--- src/rtl/ex_pkg.sv ---
// rtl/ex_pkg.sv - ALU opcodes, EX state enum and multiplier step count
package ex_pkg;

  localparam int MUL_STEPS = 64;

  localparam logic [3:0] OP_ADD  = 4'd0;
  localparam logic [3:0] OP_SUB  = 4'd1;
  localparam logic [3:0] OP_AND  = 4'd2;
  localparam logic [3:0] OP_OR   = 4'd3;
  localparam logic [3:0] OP_XOR  = 4'd4;
  localparam logic [3:0] OP_NOT  = 4'd5;
  localparam logic [3:0] OP_SLL  = 4'd6;
  localparam logic [3:0] OP_SRL  = 4'd7;
  localparam logic [3:0] OP_SLT  = 4'd8;
  localparam logic [3:0] OP_PASA = 4'd9;
  localparam logic [3:0] OP_PASB = 4'd10;
  localparam logic [3:0] OP_MUL  = 4'd11;

  typedef enum logic {
    IDLE = 1'b0,
    BUSY = 1'b1
  } ex_state_e;

  // Fields carried alongside a multiply while it iterates
  typedef struct packed {
    logic [63:0] rt_data;
    logic [1:0]  rd;
    logic [7:0]  address;
    logic        wreg_en;
    logic        wmem_en;
    logic        mem_to_reg;
  } ex_fields_t;

endpackage

--- src/rtl/iter_mul64.sv ---
// rtl/iter_mul64.sv - 64x64 shift-add multiplier, one multiplier bit per cycle
module iter_mul64
  import ex_pkg::*;
(
  input  logic        clk,
  input  logic        reset,
  input  logic        start,
  input  logic [63:0] a,
  input  logic [63:0] b,
  output logic        busy,
  output logic        done,
  output logic [63:0] product
);

  logic [63:0] acc;
  logic [63:0] a_sh;
  logic [63:0] b_sh;
  logic [5:0]  cnt;
  logic [63:0] acc_step;

  // Partial sum after this cycle's step; the final step's value is the product
  always_comb begin
    acc_step = acc + (b_sh[0] ? a_sh : 64'd0);
  end

  assign product = acc_step;
  assign done    = busy && (cnt == 6'(MUL_STEPS - 1));

  // Load operands on start, then consume one multiplier bit per edge
  always_ff @(posedge clk) begin
    if (reset) begin
      busy <= 1'b0;
      cnt  <= 6'd0;
      acc  <= 64'd0;
      a_sh <= 64'd0;
      b_sh <= 64'd0;
    end else if (start && !busy) begin
      busy <= 1'b1;
      cnt  <= 6'd0;
      acc  <= 64'd0;
      a_sh <= a;
      b_sh <= b;
    end else if (busy) begin
      acc  <= acc_step;
      a_sh <= a_sh << 1;
      b_sh <= b_sh >> 1;
      cnt  <= cnt + 6'd1;
      if (cnt == 6'(MUL_STEPS - 1)) begin
        busy <= 1'b0;
      end
    end
  end

endmodule

--- src/rtl/ex_stage.sv ---
// rtl/ex_stage.sv - execute stage: single-cycle ALU plus iterative MUL with stall
module ex_stage
  import ex_pkg::*;
(
  input  logic        clk,
  input  logic        reset,
  input  logic [63:0] rs_data_in,
  input  logic [63:0] rt_data_in,
  input  logic [1:0]  rd_in,
  input  logic [7:0]  address_in,
  input  logic        WRegEn_in,
  input  logic        WMemEn_in,
  input  logic        MemToReg_in,
  input  logic [3:0]  ALUOp_in,
  input  logic        flush,
  output logic [63:0] alu_result_out,
  output logic [63:0] rt_data_out,
  output logic [1:0]  rd_out,
  output logic [7:0]  address_out,
  output logic        WRegEn_out,
  output logic        WMemEn_out,
  output logic        MemToReg_out,
  output logic        stall_out
);

  ex_state_e   state;
  logic [5:0]  count;
  ex_fields_t  held;
  ex_fields_t  in_fields;
  logic [63:0] alu_comb;
  logic        mul_start;
  logic        mul_busy;
  logic        mul_done;
  logic [63:0] mul_product;

  assign in_fields = '{rt_data: rt_data_in, rd: rd_in, address: address_in,
                       wreg_en: WRegEn_in, wmem_en: WMemEn_in,
                       mem_to_reg: MemToReg_in};

  // Single-cycle result select; MUL and unused codes yield 0 here
  always_comb begin
    alu_comb = 64'd0;
    case (ALUOp_in)
      OP_ADD:  alu_comb = rs_data_in + rt_data_in;
      OP_SUB:  alu_comb = rs_data_in - rt_data_in;
      OP_AND:  alu_comb = rs_data_in & rt_data_in;
      OP_OR:   alu_comb = rs_data_in | rt_data_in;
      OP_XOR:  alu_comb = rs_data_in ^ rt_data_in;
      OP_NOT:  alu_comb = ~rs_data_in;
      OP_SLL:  alu_comb = rs_data_in << rt_data_in[5:0];
      OP_SRL:  alu_comb = rs_data_in >> rt_data_in[5:0];
      OP_SLT:  alu_comb = ($signed(rs_data_in) < $signed(rt_data_in)) ? 64'd1 : 64'd0;
      OP_PASA: alu_comb = rs_data_in;
      OP_PASB: alu_comb = rt_data_in;
      default: alu_comb = 64'd0;
    endcase
  end

  // The multiplier is cleared by flush as well, so an aborted MUL leaves nothing behind
  assign mul_start = (state == IDLE) && (ALUOp_in == OP_MUL) && !mul_busy && !flush;

  iter_mul64 u_mul (
    .clk     (clk),
    .reset   (reset || flush),
    .start   (mul_start),
    .a       (rs_data_in),
    .b       (rt_data_in),
    .busy    (mul_busy),
    .done    (mul_done),
    .product (mul_product)
  );

  // State, step count and the whole EX_MEM-facing output register
  always_ff @(posedge clk) begin
    if (reset || flush) begin
      state          <= IDLE;
      count          <= 6'd0;
      held           <= '0;
      alu_result_out <= 64'd0;
      rt_data_out    <= 64'd0;
      rd_out         <= 2'd0;
      address_out    <= 8'd0;
      WRegEn_out     <= 1'b0;
      WMemEn_out     <= 1'b0;
      MemToReg_out   <= 1'b0;
      stall_out      <= 1'b0;
    end else if (state == IDLE) begin
      if (mul_start) begin
        state          <= BUSY;
        count          <= 6'd0;
        held           <= in_fields;
        stall_out      <= 1'b1;
        alu_result_out <= 64'd0;
        rt_data_out    <= 64'd0;
        rd_out         <= 2'd0;
        address_out    <= 8'd0;
        WRegEn_out     <= 1'b0;
        WMemEn_out     <= 1'b0;
        MemToReg_out   <= 1'b0;
      end else begin
        stall_out      <= 1'b0;
        alu_result_out <= alu_comb;
        rt_data_out    <= rt_data_in;
        rd_out         <= rd_in;
        address_out    <= address_in;
        WRegEn_out     <= WRegEn_in;
        WMemEn_out     <= WMemEn_in;
        MemToReg_out   <= MemToReg_in;
      end
    end else begin
      if (count == 6'(MUL_STEPS - 1) && mul_done) begin
        state          <= IDLE;
        count          <= 6'd0;
        stall_out      <= 1'b0;
        alu_result_out <= mul_product;
        rt_data_out    <= held.rt_data;
        rd_out         <= held.rd;
        address_out    <= held.address;
        WRegEn_out     <= held.wreg_en;
        WMemEn_out     <= held.wmem_en;
        MemToReg_out   <= held.mem_to_reg;
      end else begin
        count          <= count + 6'd1;
        stall_out      <= 1'b1;
        alu_result_out <= 64'd0;
        rt_data_out    <= 64'd0;
        rd_out         <= 2'd0;
        address_out    <= 8'd0;
        WRegEn_out     <= 1'b0;
        WMemEn_out     <= 1'b0;
        MemToReg_out   <= 1'b0;
      end
    end
  end

endmodule

--- config.mk ---
export PLATFORM = sky130hd
export DESIGN_NAME = ex_stage
export DESIGN_NICKNAME = d
export VERILOG_FILES = /design/src/rtl/ex_pkg.sv /design/src/rtl/iter_mul64.sv /design/src/rtl/ex_stage.sv
export SDC_FILE = /design/constraint.sdc
export NUM_CORES = 2
export LEC_CHECK = 0
export ABC_AREA = 1
export BUFFER_PORTS_ARGS = -buffer_cell sky130_fd_sc_hd__buf_2
export CAP_MARGIN = 25
export CORE_MARGIN = 5
export CORE_UTILIZATION = 40
export CTS_CLUSTER_DIAMETER = 150
export DETAILED_ROUTE_END_ITERATION = 7
export PLACE_DENSITY_LB_ADDON = 0.08
export SYNTH_ARGS = -nofsm -noshare
export SYNTH_HDL_FRONTEND = slang
export SYNTH_SLANG_ARGS = --single-unit
--- constraint.sdc ---
create_clock -name clk -period 3.1 [get_ports clk]
set_input_delay 0.31 -clock clk [delete_from_list [all_inputs] [get_ports clk]]
set_output_delay 0.31 -clock clk [all_outputs]
set_load 0.03 [all_outputs]
==> flow_summary.json <==
{
  "drt-total-wl_um": 293000,
  "cts_tree": "built",
  "fin_tns_setup_ps": -4.17,
  "min_delay_path_depth": 3,
  "syn_inst": 8069,
  "dr.pass1.iters": 8,
  "intPower_mw": 11.4,
  "syn_to_final_growth_pct": 29.2,
  "cp-end-kind": "flip-flop",
  "final_util": 0.519,
  "finalMaxSlewViolations": 0,
  "clock.fmax_ghz": 0.322,
  "coreArea_sq_um": 110000,
  "fin_crit_ps": 3100,
  "yosys-top-cells-area": "nand2_1 22%, dfxtp_1 19%, nand3_1 11%",
  "drtAntennaViolNets": 0,
  "critical_path.max_stage_delay_ps": 380,
  "rr_worst_depth": 20,
  "grtUsageTotal": 0.473,
  "drt_iter0_markers": 9114,
  "power_density_nw_per_um2": 335,
  "seq_power_share": 0.293,
  "worstSetupStartpoint": "u_mul.b_sh[0]$_SDFFE_PP0P_",
  "synth-seq-cells": 424,
  "synth_cell_types": 58,
  "dieWidth_um": 343,
  "crit_arrival_ps": 3690,
  "drcViolationCount": 19,
  "clockBufferDepth": 3,
  "nFillCells": 11800,
  "fin_ws_ps": -4.17,
  "finClkSkew_ps": 55.2,
  "cp_cell_sequence": "buf_12, nand2_1, inv_1, ha_4, buf_4, nand2_2, nor2_2, buf_4, inv_1, nor2_2, inv_2, nor4_4, nand2_1, nand3_2, nand2_2, nand2_1, nand2_1, nand2_1, nand2_1, a21oi_4",
  "root_buffer": "clkbuf_16",
  "fin_nets": 9506,
  "p_sw_frac": 0.405,
  "gp_congestion": 1.17,
  "combinationalPowerShare": 0.380,
  "synth_edf_count": 0,
  "yosysTopAreaCell": "nand2_1",
  "synth_nets": 8487,
  "synth.most_common_cell": "nand2_1",
  "initial_core_util": 0.401,
  "synth_seq_area_share": 0.192,
  "ios": 290,
  "io_buffers": 289,
  "worst_path_most_repeated_cell": "nand2_1",
  "clk_pin_slew_ps": 70,
  "cp_max_fo": 15,
  "clk_latency_ps": 680,
  "outcome": "finished, violations left",
  "cts-buffers-inserted": 49,
  "final-instance-count-excl-fill": 10600,
  "avgSynthCellArea_sq_um": 5.48,
  "rsz0062_at_grt": "yes",
  "period_share": 1.00,
  "cap_violations": 0,
  "leakage_nw": 29.8,
  "die_y_um": 343,
  "hold_path.class": "input port to flip-flop",
  "min_to": "rt_data_out[46]$_SDFF_PP0_",
  "viasPerCell": 5.84,
  "dp_cells": 10500,
  "dpl.hpwl_um": 244000,
  "startpoint_type": "flip-flop",
  "grt_pass1_wl_um": 403000,
  "wl_per_cell_um": 27.5,
  "antenna_found_initial": 37,
  "clkSinkCount": 424,
  "r2r_slack_ps": -4,
  "setup_viol": 1,
  "required_ps": 3690,
  "p_sw_mw": 7.76,
  "critPathKind": "flip-flop to flip-flop",
  "power_mw": 19.2,
  "worstMarginPinSlew_ps": 977,
  "drive_above_1_share": 0.177,
  "yosys_warnings": 0,
  "cp_top_family": "simple AND/OR/NAND/NOR gates",
  "violations": "DRC, setup timing",
  "async_flop_share": 0,
  "min_from": "rt_data_in[46]",
  "hold_viol": 0,
  "clock_power_share": 0.327,
  "grt_pass1_vias": 57200,
  "max-vdd-ir-drop_uv": 479,
  "max-slew-margin-rel": 0.343,
  "grt_overflow": 0,
  "crit_buf_inv": 6,
  "dieArea_sq_um": 117000,
  "reg2reg_from": "u_mul.b_sh[0]$_SDFFE_PP0P_",
  "crit_slowest_cell": "nor4_4",
  "ys.flop_type": "dfxtp_1",
  "vias": 62100,
  "cts_max_level": 2,
  "grt_max_degree": 138,
  "rows": 122,
  "yosysTopAreaCellShare": 0.219,
  "synthTopCellsByCount": "2586 x nand2_1, 1090 x inv_1, 990 x nand3_1",
  "netlist_area_sq_um": 44200,
  "worst_r2r_endpoint": "alu_result_out[58]$_SDFF_PP0_"
}
registers in the layout, summed over array words and instances, names as in the netlist, 8 cells and up:
register / flops
u_mul.b_sh: 64
u_mul.a_sh: 64
u_mul.acc: 64
address_out: 8
alu_result_out: 64
held: 77
rt_data_out: 64
power groups by stage:
| stage | sequential, mW | combinational (mW) | clock, mW |
|---|---|---|---|
| after floorplan | 5.86 | 3.12 | 0 |
| after global placement | 5.74 | 6.81 | 0 |
| after detailed placement | 5.74 | 6.82 | 0 |
| after CTS | 5.62 | 6.88 | 6.30 |
| after global routing | 5.62 | 7.52 | 6.52 |
| final | 5.62 | 7.27 | 6.27 |
worst min-delay path, stage by stage:
cell	delay [ps]
buf_2	180
nand2_1	100
a21oi_1	60
stage by stage:
stage               setup slack [ps]  area (sq um)  hold slack, ps
global route                    -123         57100            21.2
finish                         -4.17         57200            39.5
CTS                            -51.5         56500            3.98
floorplan                        344         44200             419
global placement                -468         54400             434
detailed placement              -461         54400             439
layout by cell type, fill, tap and decap left out, types with 50 or more instances in the layout:
cell	Yosys	layout
dfxtp_1	424	422
o21ai_0	258	237
o22ai_1	142	142
ha_1	267	252
buf_12	1	58
clkbuf_16	0	50
a21oi_1	494	473
nand3_1	990	984
buf_2	132	284
buf_4	9	989
nand4_1	70	70
nand2_1	2586	2547
inv_1	1090	1078
a221oi_1	63	63
a31oi_1	72	72
nor2_1	831	806
nor3_1	89	85
layer usage:
layer / global-route usage / wire length (um) / up-vias
li1: - / - / 28000
met1: 0.591 / 109000 / 28800
met2: 0.695 / 118000 / 4376
met3: 0.143 / 38900 / 958
met4: 0.327 / 26500 / 12
met5: 0 / 91 / -
logic make-up after synthesis:
kind of cell	count (synthesis)	synth area share
fa+ha+maj	270	0.0769
compound gates	1167	0.151
simple gates	4673	0.438
mux	3	0.000962
buf+inv	1491	0.133
flops	424	0.192
xor+xnor	41	0.00812
worst max path at each step:
stage / end / slack [ps] / cells after the start
final: alu_result_out[58]$_SDFF_PP0_ / -4 / 20
after global routing: alu_result_out[58]$_SDFF_PP0_ / -120 / 20
after CTS: alu_result_out[23]$_SDFF_PP0_ / -50 / 18
after detailed placement: alu_result_out[58]$_SDFF_PP0_ / -460 / 19
after global placement: alu_result_out[58]$_SDFF_PP0_ / -470 / 19
after floorplan: alu_result_out[63]$_SDFF_PP0_ / 340 / 22
final cells by class:
cell class / count / area (sq um) / share of cell area
Antenna cell: 25 / 62.6 / 0.00109
Clock buffer: 64 / 1370 / 0.0240
Clock inverter: 26 / 312 / 0.00545
Inverter: 1099 / 4150 / 0.0726
Multi-Input combinational cell: 6154 / 30600 / 0.535
Sequential cell: 424 / 8500 / 0.149
Tap cell: 1488 / 1860 / 0.0326
Timing Repair Buffer: 1360 / 10300 / 0.180
repair_timing:
item                       in CTS  in global routing
hold endpoints to repair       43                  0
resized for setup              29                149
setup endpoints to repair      24                 75
pin swaps                       2                 20
hold buffers                   23                  0
buffers inserted                1                  6
gates cloned                    0                  1
(Power assumes the default switching activity.)
